===== src/rtl/fp_pkg.sv =====
// fp_pkg: shared constants, state encoding and NaN helpers for the min/max reduction engine
package fp_pkg;
  localparam logic [31:0] FP_CANON_NAN = 32'h7FC00000;
  localparam int FP_EXP_W = 8;
  localparam int FP_FRAC_W = 23;
  localparam logic OP_MIN = 1'b0;
  localparam logic OP_MAX = 1'b1;
  typedef enum logic [1:0] {IDLE, ACCUM, DONE} state_e;
  function automatic logic is_nan(input logic [31:0] x);
    return (x[FP_FRAC_W +: FP_EXP_W] == '1) && (x[FP_FRAC_W-1:0] != '0);
  endfunction
  function automatic logic is_snan(input logic [31:0] x);
    return is_nan(x) && !x[FP_FRAC_W-1];
  endfunction
endpackage


===== src/rtl/fp_minmax_reduce_if.sv =====
// fp_minmax_reduce_if: command, element stream and result ports; res_idx_o exists only with FP_REDUCE_ARGIDX_EN
interface fp_minmax_reduce_if #(parameter int LEN_W = 8);
  logic start_i;
  logic op_i;
  logic [LEN_W-1:0] len_i;
  logic busy_o;
  logic in_valid_i;
  logic in_ready_o;
  logic [31:0] in_data_i;
  logic res_valid_o;
  logic res_ready_i;
  logic [31:0] res_data_o;
  logic res_nv_o;
`ifdef FP_REDUCE_ARGIDX_EN
  logic [LEN_W-1:0] res_idx_o;
  modport master(output start_i, op_i, len_i, in_valid_i, in_data_i, res_ready_i,
                 input busy_o, in_ready_o, res_valid_o, res_data_o, res_nv_o, res_idx_o);
  modport slave(input start_i, op_i, len_i, in_valid_i, in_data_i, res_ready_i,
                output busy_o, in_ready_o, res_valid_o, res_data_o, res_nv_o, res_idx_o);
`else
  modport master(output start_i, op_i, len_i, in_valid_i, in_data_i, res_ready_i,
                 input busy_o, in_ready_o, res_valid_o, res_data_o, res_nv_o);
  modport slave(input start_i, op_i, len_i, in_valid_i, in_data_i, res_ready_i,
                output busy_o, in_ready_o, res_valid_o, res_data_o, res_nv_o);
`endif
endinterface


===== src/rtl/fp_minmax_cmp.sv =====
// fp_minmax_cmp: RISC-V FMIN/FMAX selector; sel_b=1 when b strictly beats a (ties and NaN b keep a)
module fp_minmax_cmp
  import fp_pkg::*;
(
  input  logic [31:0] a,
  input  logic [31:0] b,
  input  logic        op,
  output logic        sel_b
);
  // sign-magnitude order, so -0.0 sorts below +0.0
  function automatic logic less(input logic [31:0] x, input logic [31:0] y);
    return (x[31] != y[31]) ? x[31] : x[31] ? (x[30:0] > y[30:0]) : (x[30:0] < y[30:0]);
  endfunction
  always_comb sel_b = is_nan(b) ? 1'b0 : is_nan(a) ? 1'b1 : (op == OP_MAX) ? less(a, b) : less(b, a);
endmodule


===== src/rtl/fp_minmax_reduce.sv =====
// fp_minmax_reduce: streaming FMIN/FMAX reduction sequencer with NV flag
// Define FP_REDUCE_ARGIDX_EN to add res_idx_o, the position of the selected element.
module fp_minmax_reduce
  import fp_pkg::*;
#(
  parameter int LEN_W = 8
) (
  input logic clk,
  input logic rst,
  fp_minmax_reduce_if.slave bus
);
  state_e state;
  logic op, nv, sel_b, take, last;
  logic [LEN_W-1:0] len, cnt;
  logic [31:0] acc, nxt;
`ifdef FP_REDUCE_ARGIDX_EN
  logic [LEN_W-1:0] idx;
  assign bus.res_idx_o = idx;
`endif
  fp_minmax_cmp u_cmp (.a(acc), .b(bus.in_data_i), .op(op), .sel_b(sel_b));
  always_comb begin
    take = (cnt == '0) || sel_b;
    nxt  = take ? bus.in_data_i : acc;
    last = cnt == LEN_W'(len - 1'b1);
  end
  assign bus.busy_o      = state != IDLE;
  assign bus.in_ready_o  = state == ACCUM;
  assign bus.res_valid_o = state == DONE;
  assign bus.res_data_o  = acc;
  assign bus.res_nv_o    = nv;
  always_ff @(posedge clk) begin
    if (rst) begin
      state <= IDLE;
      op    <= OP_MIN;
      len   <= '0;
      cnt   <= '0;
      acc   <= '0;
      nv    <= 1'b0;
`ifdef FP_REDUCE_ARGIDX_EN
      idx   <= '0;
`endif
    end else begin
      case (state)
        IDLE: if (bus.start_i) begin
          op    <= bus.op_i;
          len   <= bus.len_i;
          cnt   <= '0;
          acc   <= FP_CANON_NAN;
          nv    <= 1'b0;
`ifdef FP_REDUCE_ARGIDX_EN
          idx   <= '0;
`endif
          state <= (bus.len_i != '0) ? ACCUM : DONE;
        end
        ACCUM: if (bus.in_valid_i) begin
          cnt <= cnt + 1'b1;
          // canonicalise on the final beat so DONE only ever presents the result
          acc <= (last && is_nan(nxt)) ? FP_CANON_NAN : nxt;
          nv  <= nv | is_snan(bus.in_data_i);
`ifdef FP_REDUCE_ARGIDX_EN
          if (take) idx <= cnt;
`endif
          if (last) state <= DONE;
        end
        DONE: if (bus.res_ready_i) state <= IDLE;
        default: state <= IDLE;
      endcase
    end
  end
endmodule

===== src/flat_wrapper.sv =====
// flat-port wrapper written by rule: the top's interface ports become plain ports
module fp_minmax_reduce_flat import fp_pkg::*;
#(
  parameter int LEN_W = 8
)
  (clk, rst, bus_start_i, bus_op_i, bus_len_i, bus_in_valid_i, bus_in_data_i, bus_res_ready_i, bus_busy_o, bus_in_ready_o, bus_res_valid_o, bus_res_data_o, bus_res_nv_o);
  fp_minmax_reduce_if #(.LEN_W(LEN_W)) bus_i ();
  input logic clk;
  input logic rst;
  input wire logic [$bits(bus_i.start_i)-1:0] bus_start_i;
  input wire logic [$bits(bus_i.op_i)-1:0] bus_op_i;
  input wire logic [$bits(bus_i.len_i)-1:0] bus_len_i;
  input wire logic [$bits(bus_i.in_valid_i)-1:0] bus_in_valid_i;
  input wire logic [$bits(bus_i.in_data_i)-1:0] bus_in_data_i;
  input wire logic [$bits(bus_i.res_ready_i)-1:0] bus_res_ready_i;
  output wire logic [$bits(bus_i.busy_o)-1:0] bus_busy_o;
  output wire logic [$bits(bus_i.in_ready_o)-1:0] bus_in_ready_o;
  output wire logic [$bits(bus_i.res_valid_o)-1:0] bus_res_valid_o;
  output wire logic [$bits(bus_i.res_data_o)-1:0] bus_res_data_o;
  output wire logic [$bits(bus_i.res_nv_o)-1:0] bus_res_nv_o;
  assign bus_i.start_i = bus_start_i;
  assign bus_i.op_i = bus_op_i;
  assign bus_i.len_i = bus_len_i;
  assign bus_i.in_valid_i = bus_in_valid_i;
  assign bus_i.in_data_i = bus_in_data_i;
  assign bus_i.res_ready_i = bus_res_ready_i;
  assign bus_busy_o = bus_i.busy_o;
  assign bus_in_ready_o = bus_i.in_ready_o;
  assign bus_res_valid_o = bus_i.res_valid_o;
  assign bus_res_data_o = bus_i.res_data_o;
  assign bus_res_nv_o = bus_i.res_nv_o;
  fp_minmax_reduce #(.LEN_W(LEN_W)) u_core (.clk(clk), .rst(rst), .bus(bus_i));
endmodule

===== config.mk =====
export PLATFORM = sky130hd
export DESIGN_NAME = fp_minmax_reduce_flat
export DESIGN_NICKNAME = d
export VERILOG_FILES = /design/src/rtl/fp_pkg.sv /design/src/rtl/fp_minmax_reduce_if.sv /design/src/rtl/fp_minmax_cmp.sv /design/src/rtl/fp_minmax_reduce.sv /design/src/flat_wrapper.sv
export SDC_FILE = /design/constraint.sdc
export NUM_CORES = 1
export LEC_CHECK = 0
export BUFFER_PORTS_ARGS = -buffer_cell sky130_fd_sc_hd__buf_2
export CAP_MARGIN = 15
export CELL_PAD_IN_SITES_DETAIL_PLACEMENT = 1
export CELL_PAD_IN_SITES_GLOBAL_PLACEMENT = 2
export CORE_MARGIN = 4
export CORE_UTILIZATION = 31
export CTS_CLUSTER_SIZE = 28
export DETAILED_ROUTE_END_ITERATION = 8
export PLACE_DENSITY_LB_ADDON = 0.1
export SLEW_MARGIN = 20
export SYNTH_ARGS = -nofsm -noshare
export SYNTH_HDL_FRONTEND = slang
export SYNTH_SLANG_ARGS = --single-unit
export TNS_END_PERCENT = 20

===== constraint.sdc =====
create_clock -name clk -period 3.7 [get_ports clk]
set_input_delay 0.74 -clock clk [delete_from_list [all_inputs] [get_ports clk]]
set_output_delay 0.74 -clock clk [all_outputs]
set_load 0.01 [all_outputs]

## Word level (Yosys, flattened, before mapping)

Cells that the tools add are included.

| storage, ports and cells | value |
|---|---|
| flip-flop bits (word level) | 52 |
| bits in latches | 0 |
| bits of input ports | 46 |
| word-level logic and storage cells | 70 |
| output and inout port bits | 36 |
| ROM bits | 0 |
| RAM bits | 0 |
| memories kept | 0 |

| cells by class | value |
|---|---|
| $mul | 0 |
| order comparisons | 4 |
| $add $sub $neg | 2 |
| reductions and logical operators | 19 |
| bitwise logic cells | 1 |
| multiplexer cells | 24 |
| divide/modulo/power cells | 0 |
| eq/ne operators | 13 |
| shift-type cells | 0 |

Operators by type and width:

| cell | count |
|---|---|
| $mux 32 | 4 |
| $reduce_bool 23->1 | 3 |
| $pmux 32 s2 | 1 |
| $gt 31x31->1 | 2 |
| $lt 31x31->1 | 2 |
| $eq 8x8->1 const B | 3 |
| $mux 8 | 2 |
| $pmux 8 s2 | 1 |
| $mux 2 | 5 |
| $mux 1 | 9 |
| $add 8x1->8 const B | 1 |
| $eq 8x8->1 | 1 |
| $logic_not 8->1 | 1 |
| $reduce_and 4->1 | 2 |
| $reduce_bool 8->1 | 1 |
| $sub 8x1->8 const B | 1 |
| $ne 2x2->1 const B | 3 |
| $pmux 2 s3 | 1 |
| $logic_and 1x1->1 | 5 |
| $reduce_bool 2->1 | 2 |
| $ne 3x1->1 const B | 1 |
| $reduce_and 3->1 | 1 |
| $eq 2x1->1 const B | 1 |
| $eq 2x2->1 const B | 1 |
| other kinds (8) | 9 |

## Longest topological paths before layout

Gate-level depths: netlist of the first run.

| depth | value |
|---|---|
| depth in word-level cells | 14 |
| depth in mapped cells | 11 |
| depth with buffers taken out | 10 |

## Modules after synthesis

A second synthesis of the first run with hierarchy kept.

| second synthesis, totals | value |
|---|---|
| cells, all modules | 404 |
| area total of the unflattened synthesis | 3387.0 µm² |

By module, submodules not included:

| module | times used | area each (µm²) | cells each | sequential area each (µm²) |
|---|---|---|---|---|
| fp_minmax_reduce | 1 | 2433.6 | 264 | 1041.0 |
| fp_minmax_cmp | 1 | 953.4 | 140 | 0.0 |

## Worst setup path after synthesis of the first run

No wires, ideal clock.

| timing path | value |
|---|---|
| kind | input port to flip-flop |
| start | input port bus_in_data_i[29] |
| end | register u_core.acc[0] (netlist: u_core.bus.res_data_o[0]) |
| stages on the path | 10 |
| data required time | 3.583 ns |
| setup time | 0.117 ns |
| arrival time | 2.852 ns |
| buffers on the path | 1 |
| setup slack | 0.731 ns |
| cells stage by stage | ha_1 > nand4_2 > nor4_2 > and4_1 > nand3_1 > a221o_1 > and3_4 > o211a_4 > buf_6 > a22o_1 |

| on the way | value |
|---|---|
| cells in the longest elaborated chain, start to end | 14 |
| elaborated cells between the ends (all ways) | 22 |
| classes of those cells | order compare (4); eq/ne (2); mux (11); reduce/logical (5) |

Ends and longest elaborated chain:

| what | line | text |
|---|---|---|
| from (decl) | flat_wrapper.sv:14 | `input wire logic [$bits(bus_i.in_data_i)-1:0] bus_in_data_i;` |
| $lt 31x31->1 or $gt 31x31->1 (tied branches) | fp_minmax_cmp.sv:12 | `return (x[31] != y[31]) ? x[31] : x[31] ? (x[30:0] > y[30:0]) : (x[30:0] < y[30:0]);` |
| $mux 1 (2 in a row) | fp_minmax_cmp.sv:12 |  |
| $mux 1 (3 in a row) | fp_minmax_cmp.sv:14 | `always_comb sel_b = is_nan(b) ? 1'b0 : is_nan(a) ? 1'b1 : (op == OP_MAX) ? less(a, b) : less(b, a);` |
| $logic_or 1x1->1 | fp_minmax_reduce.sv:22 | `take = (cnt == '0) \|\| sel_b;` |
| $mux 32 * | fp_minmax_reduce.sv:23 | `nxt = take ? bus.in_data_i : acc;` |
| $reduce_bool 23->1 or $eq 8x8->1 (tied branches) | fp_pkg.sv:10 | `return (x[FP_FRAC_W +: FP_EXP_W] == '1) && (x[FP_FRAC_W-1:0] != '0);` |
| $logic_and 1x1->1 | fp_pkg.sv:10 |  |
| $logic_and 1x1->1 | fp_minmax_reduce.sv:58 | `acc <= (last && is_nan(nxt)) ? FP_CANON_NAN : nxt;` |
| $mux 32 * | fp_minmax_reduce.sv:58 |  |
| $mux 32 * | fp_minmax_reduce.sv:55 | `ACCUM: if (bus.in_valid_i) begin` |
| $pmux 32 s2 * | fp_minmax_reduce.sv:43 | `case (state)` |
| to (signal assigned) | fp_minmax_reduce.sv:58 |  |
| to (decl) | fp_minmax_reduce.sv:15 | `logic [31:0] acc, nxt;` |

Mark *: on every way between the ends. The rest lies on a longest branch, timed or not. The select of a mux whose other input is x is not followed.
A chain may end at the register's enable or synchronous reset.

## Worst setup path in the final report of the first run

| timing path | value |
|---|---|
| start | input port bus_in_data_i[26] |
| end | register u_core.acc[8] (netlist: u_core.bus.res_data_o[8]) |

The elaborated chain is that of the path after synthesis.

==> results of run 1 <==
==> routing by layer <==
layer	routed length (um)	vias up	global-route usage, %
met5	0	-	0
met4	83	0	3.47
met3	505	6	3.05
met2	4120	64	26.9
met1	4450	1377	21.8
li1	-	1518	-
==> final cells by class <==
type | count | share of cell area [%]
inverter | 37 | 3.62
sequential | 52 | 27.1
clock buffer | 7 | 2.51
timing repair buffer | 85 | 11.3
multi-input combinational | 278 | 50.3
clock inverter | 1 | 0.783
tap | 133 | 4.34
==> worst min-delay path by stage <==
stage                               end  slack [ns]  cells past startpoint
floorplan                 u_core.len[7]        0.45                      2
global placement    u_core.bus.res_nv_o        0.45                      2
detailed placement  u_core.bus.res_nv_o        0.47                      2
CTS                       u_core.len[7]        0.50                      2
global route              u_core.len[4]        0.52                      2
finish              u_core.bus.res_nv_o        0.48                      2
==> report_power, final <==
part	switching [mW]	leakage (nW)	internal, mW
clock network	0.197	0.0645	0.239
logic	0.225	1.16	0.168
registers	0.0415	0.425	0.600
==> state kept, by name, indices dropped and copies added, names as in the netlist <==
name                   count
u_core.cnt                 8
u_core.bus.res_data_o     32
u_core.state               2
u_core.len                 8
u_core.op                  1
u_core.bus.res_nv_o        1
==> synthesized netlist by cell type (3+ instances only) <==
cell | number | area (um2)
inv_1 | 37 | 139
nand4_1 | 12 | 75.1
a211oi_1 | 9 | 67.6
a21oi_1 | 22 | 110
nand2b_1 | 3 | 18.8
a22o_1 | 22 | 193
xnor2_1 | 8 | 70.1
dfxtp_1 | 52 | 1040
buf_6 | 5 | 56.3
nand2_1 | 39 | 146
nor2_1 | 38 | 143
nor4_1 | 11 | 68.8
nor3_1 | 9 | 45.0
nor2b_1 | 3 | 18.8
o21ai_0 | 4 | 20.0
nand3_1 | 12 | 60.1
xor2_1 | 11 | 96.3
clkbuf_1 | 8 | 30.0
ha_1 | 34 | 425
==> per-stage QoR <==
| stage | cell area [um2] | util (%) | hold slack (ns) | power (mW) |
|---|---|---|---|---|
| 2_1_floorplan | 3200 | - | 0.448 | 0.912 |
| 3_3_place_gp | 3710 | 37.4 | 0.447 | 1.05 |
| 3_5_place_dp | 3710 | 37.4 | 0.474 | 1.05 |
| 4_1_cts | 3840 | 38.7 | 0.499 | 1.50 |
| 5_1_grt | 3840 | 38.7 | 0.519 | 1.58 |
| 6_report | 3840 | 38.7 | 0.482 | 1.47 |
==> placed cells by master, fill, tap and decap left out, types with 2 or more instances in the layout <==
cell type,n
a211oi_1,9
a21oi_1,22
a221o_1,2
a221oi_1,2
a22o_1,22
a311oi_2,2
a31oi_1,2
and2_1,2
and4_1,2
buf_2,81
buf_4,4
clkbuf_8,7
dfxtp_1,52
ha_1,34
inv_1,37
mux2i_1,2
nand2_1,39
nand2b_1,3
nand3_1,12
nand3b_1,2
nand4_1,12
nor2_1,38
nor2b_1,3
nor3_1,9
nor4_1,11
o21ai_0,4
o21ai_1,2
or4_1,2
xnor2_1,8
xor2_1,11
==> worst max-delay path, cell delays in order <==
cell and delay (ns):
buf_2 0.12, ha_1 0.31, nand4_1 0.19, nor4_2 0.34, and4_1 0.29, nand3_1 0.09
a221o_1 0.39, a31oi_4 0.20, nor3_2 0.06, buf_4 0.24, a22o_1 0.26
==> cells by family (layout without fill, tap and decap cells) <==
kind of cell,count (synthesis),after routing
AO/OA/AOI/OAI,80,80
multiplexers,2,2
flip-flops,52,52
AND/OR/NAND/NOR,143,143
buffers and inverters,50,130
adder cells (fa/ha/maj),34,34
XOR/XNOR,19,19
==> results.toml, run 1 <==
[layout]
finish.cell_count_without_fillers = 593
multi_input_logic_area_um2 = 1930
layout-drive-gt1-share_pct = 22.2
fillCellCount = 1239
antenna_cells = 0
area.sequential_um2 = 1040
syn_to_final_growth_pct = 20.1
total_number_of_nets_in_the_final_design = 539

[yosys]
synth_fp_nets = 460
synth_top_family_by_area = "simple AND/OR/NAND/NOR gates"
yosys_register_bits = 52
async_set_reset_flop_share_out_of_synthesis_pct = 0
synth_adder_area_share_pct = 13.3
yosys_most_used_dff = "dfxtp_1"
syn_area_um2 = 3200
synthesis.yosys.warnings = 0
synthesized_instance_count = 380
synth-edff-count = 0
synthDistinctLibCells = 50
simple_gate_share_of_the_synthesized_area_pct = 22.2
synth.area.mux_share_pct = 0.626
yosysSeqAreaShare_pct = 32.6
synth-compound-area-share_pct = 19.0
avgSynthCellArea_um2 = 8.41
yosys.area_share.xor_xnor_pct = 5.21

[sta]
grt_setup_unrepaired = "false"
timing.clock.skew_ns = 0.00417
totalNegativeSetupSlack_ns = 0
finalHoldViolations = 0
final.min_clock_period_ns = 3.02
worst_setup_slack_final_ns = 0.680
max-slew-margin-rel_pct = 62.3
number_of_setup_violations_in_the_final_report = 0
timing.final.crit_share_pct = 81.6
worst_pin_slew_ns = 0.565
slew_violations = 0
timing.fmax_mhz = 331

[cts]
cts_root_buf = "clkbuf_8"
clock_insertion_delay_worst_skew_ns = 0.31
cts_inserted_buffers = 5
cts.clk_slew.worst_paths_ns = 0.10
tritoncts = "built"
cts_max_path_buffers = 2
cts_max_level = 2
cts_resized = 0
hold_buffers = 0
cts_sinks = 52
number_of_setup_buffers_added_after_cts = 0

[power]
vdd_drop_max_mv = 0.180
p_leak_nw = 1.65
powerDensity_nw_per_um2 = 383

[worst_setup_path]
crit_end = "u_core.bus.res_data_o[8]"
crit_path_start_kind = "input port"
cp-end-kind = "flop"
timing.rr.end = "u_core.bus.res_data_o[8]"
critical_path.max_fanout = 22
timing.setup.critical_path_class = "in -> reg"
worst_ep_arrival_time_ns = 3.23
reg2reg_setup_slack_ns = 0.80
crit_required_ns = 3.91
reg2regPathDepth = 11
ff_to_ff_start = "u_core.bus.res_data_o[25]"
origin_of_the_worst_setup_path = "bus_in_data_i[26]"

[routing]
drtAntennaViolNets = 0
route.detailed.drc = 0
post_drt_wl_per_cell_um = 15.4
detail_route.vias_per_cell = 5.00
detailedRoute.firstIterationViolations = 93
drt_first_pass_iters = 4
dr_total_vias = 2965
drt_wl_total_um = 9160

[place]
dp_worst_setup_slack_ns = 0.349
post-place-cells = 585
io_buffer_count = 81
hpwl_um = 7360
globalplace.congestion = 0.771

[global_route]
number_of_global_route_vias_before_repair = 3037
gr-total-overflow = 0
grt_usage_pct = 16.2
initial_antenna_violation_count = 0
grt_first_pass_wirelength_um = 15400
grt_start_max_net_pins = 27

[floorplanning]
die-width_um = 110
floorplan.die.height_um = 110
core_region_area_um2 = 9910
num_io_pins = 82
die_area_um2 = 12000
initial_core_util_pct = 32.2
core.rowCount = 36

[outcome]
run_status = "completed"

[min_path]
worstHoldPathType = "reg -> reg"
holdCritStartpoint = "u_core.bus.res_nv_o"

[job]
max-cap-violations = 0
Note: power is estimated with default switching activity, not from simulation.
==> run 2: changes to the inputs <==
Settings changed: ABC_AREA set to 1, CORE_UTILIZATION 31 to 27.
Clock period 3.7 ns to 2.6 ns, I/O delays scaled along.
==> run 2 against run 1 <==
- the run now ends with setup timing left
- largest cell class unchanged
- first-iteration DRC count increased by 78%
- clock skew about the same
- critical path type is now reg -> reg
- wire length increased by 100%
- utilization increased by 10 points
- total power increased to 3.6 times the previous value
- final cell count increased by 86%
- register-to-register slack got worse by 1.5 ns
- die area increased by 44%
- highest routed layer unchanged
- hold slack got worse by 0.040 ns
- sequential share of layout area decreased by 12 points
- combinational power increased to 8.9 times the previous value
==> results.toml, run 2 <==
[yosys]
yosysSeqAreaShare_pct = 25.3
synth.largest_area_cell = "dfxtp_1"
post-synth-top-count-cell = "nand2_1"
yosys_most_used_dff = "dfxtp_1"
yosys_register_bits = 52
synth_area_leaders = "dfxtp_1, nand2_1, ha_1, inv_1, nor2_1"
synth_top_cell_area_share_pct = 25.3
synthDistinctLibCells = 38
synth_fp_nets = 727
avgSynthCellArea_um2 = 6.36
synthesized_instance_count = 647
async_set_reset_flop_share_out_of_synthesis_pct = 0
synthesis.yosys.warnings = 0
synth-edff-count = 0
netlist_top_cells_count = "nand2_1, inv_1, nor2_1"
syn_area_um2 = 4110

[worst_setup_path]
crit_required_ns = 2.83
reg2regPathDepth = 27
crit_path_start_kind = "flop"
critical_path.max_fanout = 8
timing.setup.critical_path_class = "reg -> reg"
worst_ep_arrival_time_ns = 3.55
cp-end-kind = "flop"

[routing]
routed.top_layer = "met4"
detailedRoute.firstIterationViolations = 166
met2_wirelength_um = 9410
post_drt_wl_per_cell_um = 16.7
drt_wl_total_um = 18400
route.detailed.drc = 0
drt-met1-wl_um = 8070
detail_route.vias_per_cell = 4.74
dr_total_vias = 5241
drt_first_pass_iters = 4
drtAntennaViolNets = 0
route.met3.wl_um = 564

[sta]
totalNegativeSetupSlack_ns = -18.22
grt_setup_unrepaired = "true"
worst_pin_slew_ns = 0.465
worst_setup_slack_final_ns = -0.718
max-slew-margin-rel_pct = 68.9
slew_violations = 0
number_of_setup_violations_in_the_final_report = 32
timing.final.crit_share_pct = 128
timing.fmax_mhz = 301
timing.clock.skew_ns = 0.00446
finalHoldViolations = 0
final.min_clock_period_ns = 3.32

[layout]
largest_reg_flops = 32
syn_to_final_growth_pct = 74.7
antenna_cells = 0
utilization_pct = 48.7
total_number_of_nets_in_the_final_design = 1000
fillCellCount = 1864
final_cell_mix = "buf_4, nand2_1, inv_1"
layout-drive-gt1-share_pct = 51.9
mostFrequentLayoutCell = "buf_4"

[global_route]
number_of_global_route_vias_before_repair = 5697
gr-total-overflow = 0
grt_start_max_net_pins = 33
grt_first_pass_wirelength_um = 29100
initial_antenna_violation_count = 0
grt_usage_pct = 20.6

[cts]
cts_inserted_buffers = 5
clock_insertion_delay_worst_skew_ns = 0.31
cts_max_level = 2
cts_sinks = 52
cts_root_buf = "clkbuf_16"
cts_max_path_buffers = 2
tritoncts = "built"
cts.clk_slew.worst_paths_ns = 0.08

[outcome]
violations_in_the_final_reports = "setup timing"
run_status = "complete, but fails checks"

[floorplanning]
die-width_um = 131
initial_core_util_pct = 27.9
core_region_area_um2 = 14800
floorplan.die.height_um = 131
die_area_um2 = 17300
num_io_pins = 82
core.rowCount = 44

[power]
p_leak_nw = 3.43
powerDensity_nw_per_um2 = 742
vdd_drop_max_mv = 0.367

[place]
io_buffer_count = 81
globalplace.congestion = 0.859
hpwl_um = 13300

[min_path]
worstHoldPathType = "in -> reg"
worstHoldPathCells = 3

[job]
max-cap-violations = 0
## run 2: timing repair
item	in CTS	in global routing
setup buffers	38	10
cloned	4	1
gates resized for setup	107	67
hold buffers	0	0
pin swaps	29	50
endpoints found under the setup margin	32	32
## run 2: worst paths after layout
| kind | startpoint | end | slack [ns] |
|---|---|---|---|
| max | u_core.bus.res_data_o[28] | u_core.bus.res_data_o[13] | -0.72 |
| max reg2reg | u_core.bus.res_data_o[28] | u_core.bus.res_data_o[13] | -0.72 |
| min | bus_len_i[3] | u_core.len[3] | 0.44 |
| min reg2reg | u_core.bus.res_nv_o | u_core.bus.res_nv_o | 0.46 |
## run 2: kinds of logic after synthesis
group                    share of synthesized area, %
AO/OA/AOI/OAI                                    13.9
XOR/XNOR                                         2.13
AND/OR/NAND/NOR                                  36.1
adder cells (fa/ha/maj)                          10.3
flip-flops                                       25.3
buffers and inverters                            12.3
## run 2: report_power, final
part | total (mW) | switching (mW) | internal [mW]
sequential | 1.09 | 0.118 | 0.970
combinational | 3.50 | 1.84 | 1.67
clock | 0.736 | 0.370 | 0.366
total | 5.33 | 2.33 | 3.00
## run 2: metal layers
layer	track usage (%)	vias up
li1	-	2621
met1	24.9	2499
met2	37.3	95
met3	3.56	26
met4	6.53	0
met5	0	-
## run 2: layout make-up
| cell class | count | area (um2) | area share, % |
|---|---|---|---|
| multi-input cells | 472 | 3210 | 44.6 |
| repair buffers | 287 | 2150 | 29.9 |
| flip-flops and latches | 52 | 1070 | 14.8 |
| inverters | 102 | 383 | 5.33 |
| well taps | 184 | 230 | 3.20 |
| clock buffers | 5 | 125 | 1.74 |
| clock inverters | 3 | 25.0 | 0.348 |
## run 2: worst max-delay path, stage by stage, from the launching register on
cell and delay (ns):
dfxtp_2 0.34, inv_2 0.05, ha_4 0.27, nand2_4 0.05, nor2_4 0.10, and2_4 0.19
nand2_4 0.06, nor2_4 0.14, nand4_1 0.13, nand2_2 0.09, nand2_1 0.05, nand2_1 0.07
nand3_2 0.10, nand2_4 0.10, buf_6 0.12, buf_12 0.10, buf_12 0.13, nand3_2 0.07
nand2_2 0.09, nand2_1 0.06, nor2_1 0.14, nand2_1 0.08, nor2_2 0.13, nand2_2 0.09
nand2_4 0.13, buf_12 0.15, nand2_1 0.06, a21oi_1 0.14
## run 2: stage by stage
step                      instances  worst slack [ns]  total power, mW  cell area, um2  hold slack, ns
after floorplan                 647            -0.202             2.47            4140           0.444
after global placement         1045             -1.04             3.60            5840           0.446
after detailed placement       1045             -1.09             3.68            5840           0.448
after CTS                      1094            -0.602             5.10            6800           0.437
after global routing           1105            -0.934             5.73            7190           0.446
final                          1105            -0.718             5.33            7190           0.442
